===== src/rtl/fpga_config_loader.sv =====
// Serial configuration receiver: hunts for a sync byte, then shifts in
// ADDR/DATA/CHK and turns each good frame into a one-cycle write strobe.
module fpga_config_loader #(
   parameter int          NUM_TARGETS = 43,
   parameter logic [7:0]  SYNC        = 8'hA5,
   parameter int          DATA_W      = 32
) (
   input  logic              clock,
   input  logic              reset,
   input  logic              sin,
   input  logic              sen,
   output logic              cfg_we,
   output logic [7:0]        cfg_addr,
   output logic [DATA_W-1:0] cfg_data,
   output logic              cfg_done,
   output logic              cfg_err,
   output logic [7:0]        err_count,
   output logic [7:0]        words_loaded,
   output logic              busy
);

   typedef enum logic [2:0] {
      HUNT,
      ADDR,
      DATA,
      CHK,
      EVAL,
      DONE
   } state_t;

   localparam int             CW    = $clog2(DATA_W);
   localparam logic [CW-1:0]  LAST8 = CW'(7);
   localparam logic [CW-1:0]  LASTD = CW'(DATA_W - 1);
   localparam logic [8:0]     NT    = 9'(NUM_TARGETS);

   state_t              state, state_n;
   logic [7:0]          win, win_n, win_s;
   logic [7:0]          sa, sa_n;
   logic [DATA_W-1:0]   sd, sd_n;
   logic [7:0]          sc, sc_n;
   logic [CW-1:0]       cnt, cnt_n;
   logic                we_n, err_n, done_n;
   logic [7:0]          oaddr_n, errc_n, words_n;
   logic [DATA_W-1:0]   odata_n;
   logic [7:0]          calc;

   assign busy = (state != HUNT);

   // XOR-fold of address and every data byte, compared against CHK
   always_comb begin
      calc = sa;
      for (int i = 0; i < DATA_W / 8; i++) begin
         calc = calc ^ sd[i*8 +: 8];
      end
   end

   // next-state, shift registers and registered-output next values
   always_comb begin
      state_n = state;
      win_n   = win;
      sa_n    = sa;
      sd_n    = sd;
      sc_n    = sc;
      cnt_n   = cnt;
      we_n    = 1'b0;
      err_n   = 1'b0;
      done_n  = cfg_done;
      oaddr_n = cfg_addr;
      odata_n = cfg_data;
      errc_n  = err_count;
      words_n = words_loaded;
      win_s   = {win[6:0], sin};
      unique case (state)
         HUNT: begin
            if (sen) begin
               if (win_s == SYNC) begin
                  state_n = ADDR;
                  win_n   = '0;
                  cnt_n   = '0;
               end else begin
                  win_n = win_s;
               end
            end
         end
         ADDR: begin
            if (sen) begin
               sa_n  = {sa[6:0], sin};
               cnt_n = cnt + CW'(1);
               if (cnt == LAST8) begin
                  state_n = DATA;
                  cnt_n   = '0;
               end
            end
         end
         DATA: begin
            if (sen) begin
               sd_n  = {sd[DATA_W-2:0], sin};
               cnt_n = cnt + CW'(1);
               if (cnt == LASTD) begin
                  state_n = CHK;
                  cnt_n   = '0;
               end
            end
         end
         CHK: begin
            if (sen) begin
               sc_n  = {sc[6:0], sin};
               cnt_n = cnt + CW'(1);
               if (cnt == LAST8) begin
                  state_n = EVAL;
                  cnt_n   = '0;
               end
            end
         end
         EVAL: begin
            state_n = HUNT;
            if (calc != sc) begin
               err_n  = 1'b1;
               errc_n = (err_count == 8'hFF) ? err_count : err_count + 8'd1;
            end else if (sa == 8'hFF && sd == '0) begin
               done_n  = 1'b1;
               state_n = DONE;
            end else if ({1'b0, sa} >= NT) begin
               err_n  = 1'b1;
               errc_n = (err_count == 8'hFF) ? err_count : err_count + 8'd1;
            end else begin
               we_n    = 1'b1;
               oaddr_n = sa;
               odata_n = sd;
               words_n = (words_loaded == 8'hFF) ? words_loaded
                                                 : words_loaded + 8'd1;
            end
         end
         DONE: begin
            state_n = DONE;
         end
         default: begin
            state_n = HUNT;
         end
      endcase
   end

   // state, datapath and output registers
   always_ff @(posedge clock) begin
      if (reset) begin
         state        <= HUNT;
         win          <= '0;
         sa           <= '0;
         sd           <= '0;
         sc           <= '0;
         cnt          <= '0;
         cfg_we       <= 1'b0;
         cfg_err      <= 1'b0;
         cfg_done     <= 1'b0;
         cfg_addr     <= '0;
         cfg_data     <= '0;
         err_count    <= '0;
         words_loaded <= '0;
      end else begin
         state        <= state_n;
         win          <= win_n;
         sa           <= sa_n;
         sd           <= sd_n;
         sc           <= sc_n;
         cnt          <= cnt_n;
         cfg_we       <= we_n;
         cfg_err      <= err_n;
         cfg_done     <= done_n;
         cfg_addr     <= oaddr_n;
         cfg_data     <= odata_n;
         err_count    <= errc_n;
         words_loaded <= words_n;
      end
   end

endmodule


===== config.mk =====
export PLATFORM = sky130hd
export DESIGN_NAME = fpga_config_loader
export DESIGN_NICKNAME = d
export VERILOG_FILES = /design/src/rtl/fpga_config_loader.sv
export SDC_FILE = /design/constraint.sdc
export NUM_CORES = 1
export LEC_CHECK = 0
export CORE_MARGIN = 1
export CORE_UTILIZATION = 50
export DETAILED_ROUTE_END_ITERATION = 8
export PLACE_DENSITY = 0.84
export SLEW_MARGIN = 25
export SYNTH_ARGS = -nofsm -noshare
export SYNTH_HDL_FRONTEND = slang
export SYNTH_SLANG_ARGS = --single-unit
export TNS_END_PERCENT = 100

===== constraint.sdc =====
create_clock -name clock -period 3.8 [get_ports clock]
set_input_delay 1.14 -clock clock [delete_from_list [all_inputs] [get_ports clock]]
set_output_delay 1.14 -clock clock [all_outputs]
set_load 0.01 [all_outputs]

==> results of run 1 <==
layer usage:
metal  up-vias  share of wire [%]
met1      2072                 43
met2       128                 49
met4         0                2.7
met3        32                5.1
li1       2167                  -
met5         -                  0
sequential cells by signal, indices dropped and copies added, names as in the netlist:
name,flops
err_count,8
state,3
cfg_addr,8
cfg_err,1
sd,32
cfg_we,1
cfg_data,32
sa,8
win,7
cnt,5
cfg_done,1
words_loaded,8
sc,8
stage by stage:
stage               utilization (%)  hold slack [ps]  total power [mW]  setup slack (ps)
finish                         64.0              456              2.91               491
global route                   64.0              485              3.01               284
CTS                            64.0              457              2.93               514
detailed placement             58.2              447              1.34               508
global placement               58.2              438              1.34               572
floorplan                         -              432              1.33              1240
where the power goes:
group          switching [mW]  internal, mW
combinational          0.0252       0.00674
clock                   0.583          1.02
sequential           0.000954          1.28
worst paths after layout:
check	endpoint	slack, ps	depth (start not counted)
hold reg to reg	win[6]	460	2
setup / recovery	busy	490	3
hold / removal	win[6]	460	2
setup reg to reg	words_loaded[2]	1010	7
synth_stat cells (2+ instances only):
cell type and instances:
a21o_1 2, a21oi_1 67, a22oi_1 3, and2_1 4
and3_1 8, and4b_1 2, buf_4 4, buf_6 2
clkbuf_1 25, dfxtp_1 122, ha_1 4, inv_1 6
mux2_1 4, mux2_4 2, mux2i_1 40, nand2_1 111
nand2b_1 6, nand3_1 14, nand4_1 6, nor2_1 65
nor2b_1 11, nor3_1 12, nor3b_1 5, nor4_1 7
o21ai_0 6, o31ai_1 2, or4_1 6, or4bb_1 2
xnor2_1 16, xnor3_1 8, xor2_1 8
placed cells by master, fill, tap and decap left out, types with 3 or more instances in the layout:
master and instances:
dfxtp_1 122, clkdlybuf4s50_1 62, and2_1 4, xnor3_1 8
nor3b_1 5, bufinv_16 3, xor2_1 8, inv_1 6
mux2i_1 40, mux2_1 4, clkbuf_16 16, nand2_1 111
nor3_1 12, nor2b_1 11, clkinvlp_4 4, or4_1 6
nor2_1 65, a21oi_1 67, nand4_1 6, xnor2_1 16
buf_4 7, nand2b_1 6, and3_1 8, clkinv_2 3
nor4_1 7, a22oi_1 3, ha_1 4, nand3_1 14
o21ai_0 6
worst max-delay path, stage by stage (launching register included):
cell and delay (ps):
dfxtp_1 430, nor3_1 570, inv_1 140, clkdlybuf4s50_1 510
cells by family (layout without fill, tap and decap cells):
family	after synthesis	count (layout)	synth area share, %
flops	122	122	46.2
xor+xnor	32	32	7.39
simple gates	266	266	23.8
buf+inv	38	107	3.27
mux	47	47	9.21
compound gates	88	88	9.21
fa+ha+maj	4	4	0.947
layout make-up:
type / instances / area [um2]
fill: 834 / 3700
multi-input combinational: 437 / 2670
sequential: 122 / 2440
timing repair buffer: 69 / 673
clock buffer: 18 / 428
clock inverter: 14 / 170
tap: 136 / 170
inverter: 6 / 22.5
==> results.md, run 1 <==
* Area Overhead vs Synth at 24.4%
* Critical setup path kind: flip-flop to primary output
* ANT nets after route at 0
* HP Class: flip-flop to flip-flop
* PwrDens at 443 nW/um2
* H-Tree Depth at 4
* Core box area at 10,300 um2
* Synth Instances at 597
* Peak supply drop at 0.321 mV
* GRT busiest layer: met2
* Post-cts sizing count at 0
* Origin of the worst setup path: state[2]
* DRT Pass-1 Iters at 4
* Total Die Area at 11,000 um2
* Outcome: finished clean
* Worst-path clk slew at 60 ps
* Slew Limit Fails at 0
* Hold Crit Start: win[6]
* Initial antenna violation count at 0
* Layout cells sized above 1 at 7.06%
* Total Routed Length at 11.8 mm
* Row cnt at 37
* Post-route insts no fill at 802
* Placement Cell Area at 5980 um2
* Worst skew pair latency at 520 ps
* Yosys reg bits at 122
* Vias at 4,399
* RSZ-0062 raised after global routing: no
* RD Place Congestion at 0.851
* Met3 usage at 6.86%
* Post-CTS Setup Bufs at 0
* CP Capture Type: primary output
* Post-CTS Hold Buffers at 0
* IO Count at 64
* Inserted Diodes at 0
* Worst setup SP type: flip-flop
* Vias in the first global route at 4,308
* Setup TNS at 0 ps
* Drt drc at 0
* Min Tclk post-route at 3310 ps
* Peak Freq at 0.302 GHz
* TritonCTS clock tree: yes
* Reg-to-Reg Start: sd[18]
* Endpoints failing hold at 0
* Number of flops mapped to enable cells by yosys at 0
* Via/cell ratio at 5.49
* Crit-path max FO at 13
* Nets at 661
* Yosys top cell area share at 46.2%
* Die height at 105 um
* Bufs on Longest Clock Path at 2
* Post-DP HPWL at 7.86 mm
* Global routing met1 resource utilization at 27.4%
* Distinct cells, synth at 48
* Clock Skews at 11.1 ps
* Syn Area/Cell at 8.85 um2
* Top cells by area, synth: dfxtp_1, nand2_1, mux2i_1
* Root buffer cell: clkbuf_8
* Initial core utilization at 51.4%
* Dpl cells at 770
* Number of synthesis warnings at 0
* Net Count, Synth at 605
* GRT Util Overall at 23.0%
* Overflow after GRT at 0
* Drt wl/cell at 14.7 um
* Num Clock Sinks at 122
* Critical path data required time at 2660 ps
* Cell accounting for the most synthesized area: dfxtp_1
* Leak at 2.37 nW
* First-pass GRT wire length at 20.3 mm
* Num CTS Buffers at 17
* Slew @ Worst Pin at 913 ps
* Fin crit share at 87.1%
* Max-Cap Viols at 0
* Final instance area at 6580 um2
* Primary FF master, synth: dfxtp_1
* Final setup fails at 0
* Die W at 105 um
* CP Data Arrival Time at 2170 ps
* Post-Syn Area at 5290 um2
* Iteration-0 DRC Markers at 240
* PortBufs at 63
* M2 GR Usage at 38.4%
* Seq/Total Area, Yosys at 46.2%
* Largest net degree at the start of global routing at 98
* Ys async rst share at 0%
* Relative slew slack at 39.1%
(Power assumes the default switching activity.)
==> run 2, diff against run 1 <==
--- a/constraint.sdc
+++ b/constraint.sdc
@@ -3,2 +3,2 @@
 set_output_delay 1.14 -clock clock [all_outputs]
-set_load 0.01 [all_outputs]
+set_load 0.02 [all_outputs]
==> run 2 against run 1 <==
  * Final cell count shrank 0.12%
  * Register-to-register slack improved by 20 ps
  * Die area unchanged
  * Critical path depth unchanged
  * Cell area is essentially flat
  * Clock skew increased by 1.5 ps
  * Combinational power rose by 2%
  * First-iteration DRC count is 2.9% higher
  * Global-route usage grew 0.29 points
  * Worst hold slack gained 6.3 ps
  * Flip-flop and latch count unchanged
  * Fmax decreased by 2.8%
==> results.md, run 2 (synthesis gave the netlist of run 1 again) <==
* Outcome: finished clean
* Relative slew slack at 36.5%
* Nets at 661
* Clock share of power at 54.9%
* Endpoints failing hold at 0
* Layout cells sized above 1 at 6.92%
* Reg power frac at 44.0%
* Largest net degree at the start of global routing at 98
* FF-to-FF setup slack at 1030 ps
* Root buffer cell: clkbuf_8
* Inserted Diodes at 0
* Fin crit share at 89.6%
* Overflow after GRT at 0
* Peak Freq at 0.294 GHz
* Die W at 105 um
* Core box area at 10,300 um2
* Clock Skews at 12.5 ps
* Post-CTS Hold Buffers at 0
* Post-DP HPWL at 8.00 mm
* Post-cts sizing count at 0
* Critical setup path kind: flip-flop to primary output
* Final setup fails at 0
* Crit-path max FO at 13
* Die height at 105 um
* IO Count at 64
* Peak supply drop at 0.244 mV
* Tot Pwr at 2.92 mW
* DRT Pass-1 Iters at 5
* GRT Util Overall at 23.2%
* Gate power share at 1.1%
* Worst-path clk slew at 50 ps
* Int Pwr at 2.33 mW
* Met3 usage at 6.92%
* PortBufs at 63
* Commonest non-fill, non-tap cells in the layout: dfxtp_1, nand2_1, a21oi_1
* RD Place Congestion at 0.852
* Vias at 4,477
* Smallest hold slack at 462 ps
* Worst skew pair latency at 520 ps
* Sw frac at 20.0%
* Most common cell after layout, fill and taps aside: dfxtp_1
* HP Class: flip-flop to flip-flop
* Drt drc at 0
* Initial antenna violation count at 0
* Largest regs: cfg_data: 32 flops, sd: 32 flops
* Final instance area at 6580 um2
* Vias in the first global route at 4,351
* Row cnt at 37
* Iteration-0 DRC Markers at 247
* GRT busiest layer: met2
* Total Die Area at 11,000 um2
* CP Data Arrival Time at 2270 ps
* Area Overhead vs Synth at 24.5%
* PwrDens at 443 nW/um2
* Via/cell ratio at 5.59
* CP Capture Type: primary output
* P_sw at 0.583 mW
* Worst setup SP type: flip-flop
* Critical path data required time at 2660 ps
* Total Routed Length at 12.3 mm
* Post-CTS Setup Bufs at 0
* Drt wl/cell at 15.3 um
* RSZ-0062 raised after global routing: no
* Num Clock Sinks at 122
* Post-layout util at 64.0%
* Num CTS Buffers at 17
* Leak at 2.37 nW
* Global routing met1 resource utilization at 26.9%
* ANT nets after route at 0
* Bufs on Longest Clock Path at 2
* Placement Cell Area at 5980 um2
* Slew Limit Fails at 0
* Min Tclk post-route at 3410 ps
* TritonCTS clock tree: yes
* H-Tree Depth at 4
* Initial core utilization at 51.4%
* First-pass GRT wire length at 20.4 mm
* M2 GR Usage at 39.1%
* Slew @ Worst Pin at 952 ps
* Filler cells at 813
* Max-Cap Viols at 0
* Setup TNS at 0 ps
run 2: cell count changes in the layout (fill, tap and decap cells not counted), sizes merged:
cell      before  now
inv            8    6
clkinvlp       4    3
clkbuf        18   20
run 2: metrics by stage:
step,setup WS (ps),cells
after floorplan,1240,597
after global placement,570,770
after detailed placement,474,770
after CTS,412,801
after global routing,261,801
final,394,801
run 2: power groups by stage:
stage	registers (mW)	logic (mW)	clock network (mW)
detailed placement	1.31	0.0319	0
floorplan	1.31	0.0244	0
CTS	1.28	0.0321	1.62
global placement	1.31	0.0308	0
global route	1.28	0.0357	1.69
finish	1.28	0.0325	1.60
run 2: layer usage:
layer / wire [um] / share of wire (%) / vias up
li1: - / - / 2160
met1: 5190 / 42 / 2147
met2: 6140 / 50 / 140
met3: 634 / 5.2 / 30
met4: 310 / 2.5 / 0
met5: 0 / 0 / -
run 2: critical path: stages, from the launching register on:
cell and delay [ps]:
dfxtp_1 440, nor3_1 620, inv_1 120, clkdlybuf4s50_1 580
run 2: final cells by class:
cell class              instances  area (um2)  area share, %
repair buffers                 69         673           10.2
clock inverters                11         145           2.21
inverters                       6        22.5          0.342
clock buffers                  20         455           6.92
well taps                     136         170           2.59
multi-input cells             437        2670           40.6
flip-flops and latches        122        2440           37.1
run 2: worst paths after layout:
path                 start            to  cells after the start
setup / recovery  state[2]          busy                      3
hold / removal      win[6]        win[6]                      2
setup reg to reg     sd[0]  err_count[0]                      6
hold reg to reg     win[6]        win[6]                      2
==> RTL change 1, RTL diff (config.mk and constraints of run 1) <==
Change the parameter `DATA_W` from 32 to 64.
--- a/src/rtl/fpga_config_loader.sv
+++ b/src/rtl/fpga_config_loader.sv
@@ -5,3 +5,3 @@
    parameter logic [7:0]  SYNC        = 8'hA5,
-   parameter int          DATA_W      = 32
+   parameter int          DATA_W      = 64
 ) (
Ports: changed (resized cfg_data); port bits go from 64 to 96. No check against the original RTL was run, so the function may have changed too.
==> RTL change 1 against run 1 <==
Global-route usage is 0.66 points lower; setup slack gained 0.078 ns; design area increased by 45%; count of clock-buffer cells in the layout grew 3; first-iteration DRC count rose by 76%; cell count up 47%; hold slack improved by 0.0040 ns; core utilization shrank 1.5 points; routed wire length increased by 49%; largest cell class unchanged; combinational power rose by 47%; total power rose by 29%; sequential cell count up 65; area after synthesis grew 48%.
==> RTL change 1: results (changes against run 1) <==
Parameter                              Value

Status
  Run status    finished, final reports clean

Placed design
  Placed Instance Area    8950 µm² (+50%)
  GP Congestion    0.848 (-0.34%)
  Count of input and output buffers    95 (+51%)
  Pre-CTS setup slack    0.188 ns (-0.319 ns)
  Detailed-placement wirelength estimate    11600 µm (+48%)

Global routing
  Vias in the first global route    5909 (+37%)
  Wire length of the first global-routing pass    28900 µm (+43%)
  Pin count of the biggest net entering global routing    79 (-19%)
  All-layer global routing usage    22.3% (-0.66 points)

Critical path
  Crit. Startpoint    sin
  Worst R2R Start    sd[45]
  Largest stage delay on the critical path    0.60 ns (+0.03 ns)
  Family with the most delay on the worst path    simple AND/OR/NAND/NOR gates
  Worst Reg2Reg Path Length in Cells    7 (unchanged)
  R2R Path End    err_count[4]
  End of the critical path    cnt[3]
  Maximum fanout along the worst path    7 (-6)
  Register-to-register setup slack    0.85 ns (-0.16 ns)
  CP arrival    3.60 ns (+1.43 ns)
  Standard cell with the maximum stage delay on the critical path    clkdlybuf4s50_1

Logic synthesis
  Post-synthesis share of cell area spent on full adders, half adders and majority gates    0.480% (-0.47 points)
  Part of the Yosys area used for sequential elements    47.8% (+1.6 points)
  Share of the synthesized area in compound gates (AO/OA/AOI/OAI)    9.53% (+0.32 points)
  Post-Synthesis Net Count    896 (+48%)
  Cell types occupying the most area after synthesis    dfxtp_1 48%, nand2_1 9.0%, mux2i_1 9.0%
  Share of cell area taken by muxes after synthesis    9.38% (+0.18 points)
  Distinct cells, synth    50 (+4.2%)
  Most used standard cells in the synthesized netlist    188 x nand2_1, 187 x dfxtp_1, 105 x a21oi_1
  Xor/xnor cell area share of the yosys netlist    8.68% (+1.3 points)

Power and ir drop
  Cell leakage power    3.39 nW (+43%)
  Peak supply drop    0.341 mV (+6.1%)

Route
  Number of design-rule violations left by the first detailed-router iteration    422 (+76%)
  Remaining number of nets flagged by the antenna check after routing    0 (unchanged)
  WL/cell    14.8 µm (+0.85%)
  Routed vias    6401 (+46%)

Clock tree
  TritonCTS Buffers    17 (unchanged)
  CTS root buffer    clkbuf_16
  Clk Latency, worst-skew pair    0.43 ns (-0.09 ns)

Timing
  Post-route clock skew    0.00780 ns (-0.00325 ns)
  Worst slew margin relative to its limit    44.9% (+5.7 points)
  Final setup slack of the worst path    0.568 ns (+0.0778 ns)

Finish
  Fraction of final layout cells with drive strength greater than 1    5.05% (-2.0 points)
  Registers with the most flip-flops    cfg_data x64, sd x64
  Final-stage net count    965 (+46%)

Min path
  Type of the worst min-delay path    reg -> reg
-- RTL change 1: cell count changes after synthesis, moves of 20 or more --
cell and change:
nor2_1 +20, dfxtp_1 +65, xnor2_1 +32, a21oi_1 +38, nand2_1 +77, mux2i_1 +30
-- RTL change 1: worst min-delay path: stages, from the launching register on --
cell and delay, ns:
dfxtp_1 0.31, nand2_1 0.05, a21oi_1 0.05
-- RTL change 1: metrics by stage --
stage                     cells  total power, mW
after floorplan             889             2.04
after global placement     1150             2.05
after detailed placement   1150             2.05
after CTS                  1181             3.79
after global routing       1181             3.87
final                      1181             3.76
-- RTL change 1: logic make-up after synthesis --
kind of cell / Yosys count
muxes: 73
adders and majority gates: 3
buffers and inverters: 59
and+or+nand+nor: 366
AOI/OAI and AO/OA: 136
xor gates and xnor gates: 65
DFF: 187
-- RTL change 1: final cells by class --
| cell class | instances | area (µm²) |
|---|---|---|
| fillers | 1211 | 5720 |
| clock buffers | 21 | 470 |
| multi-input cells | 643 | 3850 |
| clock inverters | 10 | 118 |
| well taps | 211 | 264 |
| repair buffers | 102 | 1060 |
| flip-flops and latches | 187 | 3740 |
| inverters | 7 | 26.3 |
-- RTL change 1: how the worst min path moves through the flow --
stage               depth (start not counted)  slack, ns          end        start
floorplan                                   2       0.43       win[6]       win[6]
global placement                            2       0.45       win[6]       win[6]
detailed placement                          2       0.45       win[6]       win[6]
CTS                                         2       0.47       win[6]       win[6]
global route                                1       0.49  cfg_addr[6]  cfg_addr[6]
finish                                      2       0.46       win[6]       win[6]
-- RTL change 1: power by group --
part,switching [mW],internal [mW]
clock,0.737,1.02
combinational,0.0368,0.0102
sequential,0.000980,1.96
total,0.775,2.99
-- RTL change 1: per-layer routing --
layer	global-route usage (%)	wire, µm	vias up
li1	-	-	3156
met1	28.7	8150	3060
met2	37.0	8310	158
met3	4.65	736	27
met4	8.33	317	0
met5	0	0	-
==> RTL change 2, RTL diff (settings of run 1) <==
Made on the original files. The output `cfg_err` loses its register stage (`cfg_err` becomes a continuous assignment).
--- a/src/rtl/fpga_config_loader.sv
+++ b/src/rtl/fpga_config_loader.sv
@@ -152,3 +152,2 @@
          cfg_we       <= 1'b0;
-         cfg_err      <= 1'b0;
          cfg_done     <= 1'b0;
@@ -166,3 +165,2 @@
          cfg_we       <= we_n;
-         cfg_err      <= err_n;
          cfg_done     <= done_n;
@@ -175,2 +173,4 @@
 
+   assign cfg_err = err_n;
+
 endmodule
Formal check against the unedited RTL: same outputs for any inputs over 10 cycles, from zero or initial values and one cycle with reset high; that may be too few to reach the edited logic, so the function may still have changed.
==> RTL change 2 against run 1 <==
Sequential share of layout area decreased by 0.31 points; routed wire length increased by 7.0%; area after synthesis down 1.8%; non-clock buffer count up 3; clock skew is 0.0012 ns lower; synthesized cell count decreased by 1.0%; sequential cell count decreased by 1; design area increased by 0.27%; critical path depth rose by 3; setup slack got worse by 0.14 ns.
Power is not compared: it rests on default switching activity, and its combinational part moved more than twofold at a synthesized area within 25%.
==> RTL change 2: results (changes against run 1) <==
Parameter                              Value

Status
  Run status    finished, final reports clean

Logic synthesis
  #FFs+latches synth    121 (-0.82%)
  Part of the Yosys area used for sequential elements    46.7% (+0.46 points)
  Share of the synthesized area in compound gates (AO/OA/AOI/OAI)    11.0% (+1.8 points)
  Mean area per synthesized cell    8.78 µm² (-0.80%)
  Xor/xnor cell area share of the yosys netlist    7.52% (+0.14 points)
  Post-Synthesis Net Count    599 (-0.99%)
  Distinct cells, synth    46 (-4.2%)
  Most used standard cells in the synthesized netlist    121 x dfxtp_1, 114 x nand2_1, 75 x a21oi_1
  Share of cell area taken by muxes after synthesis    8.17% (-1.0 points)

Critical path
  Largest stage delay on the critical path    0.42 ns (-0.15 ns)
  Standard cell with the maximum stage delay on the critical path    or3_4
  CP arrival    2.31 ns (+0.14 ns)
  Maximum fanout along the worst path    5 (-8)

Finish
  Share of cell area taken by flip-flops and latches    36.8% (-0.31 points)
  Bufs w/o clock    72 (+4.3%)
  Filler Cells Inserted    758 (-9.1%)
  Final-stage net count    655 (-0.91%)
  Fraction of final layout cells with drive strength greater than 1    9.24% (+2.2 points)

Placed design
  GP Congestion    0.868 (+1.9%)
  Detailed-placement wirelength estimate    7960 µm (+1.4%)
  DP Cell Count    759 (-1.4%)

Route
  WL/cell    15.9 µm (+8.2%)
  Routed vias    4468 (+1.6%)
  Number of iterations in the first detailed-routing pass    5 (+1)

Global routing
  Wire length of the first global-routing pass    20900 µm (+3.2%)
  Pin count of the biggest net entering global routing    76 (-22%)
  Vias in the first global route    4247 (-1.4%)

Timing
  Worst slew margin relative to its limit    49.7% (+11 points)
  Post-route clock skew    0.00984 ns (-0.00121 ns)

Clock tree
  Count of instances resized after the clock tree is built    5 (+5)
[RTL change 2: path summary, 6_finish.rpt]
check | endpoint | slack (ns) | depth (start not counted) | start
max | cfg_err | 0.35 | 6 | sd[30]
min | cfg_done | 0.45 | 2 | cfg_done
max reg2reg | words_loaded[3] | 0.57 | 7 | sa[2]
min reg2reg | cfg_done | 0.45 | 2 | cfg_done
[RTL change 2: per-layer routing]
metal  vias to the layer above  global-route usage, %  wire, µm
met5                         -                      0         0
met4                         0                   7.76       168
met3                        16                   6.08       658
met2                       144                   41.0      6290
met1                      2153                   29.6      5500
li1                       2155                      -         -
[RTL change 2: stage by stage]
| step | cell area [µm²] | setup WS, ns |
|---|---|---|
| floorplan | 5190 | 0.914 |
| global placement | 5910 | 0.437 |
| detailed placement | 5910 | 0.376 |
| CTS | 6540 | 0.00655 |
| global route | 6590 | 0.290 |
| finish | 6590 | 0.352 |
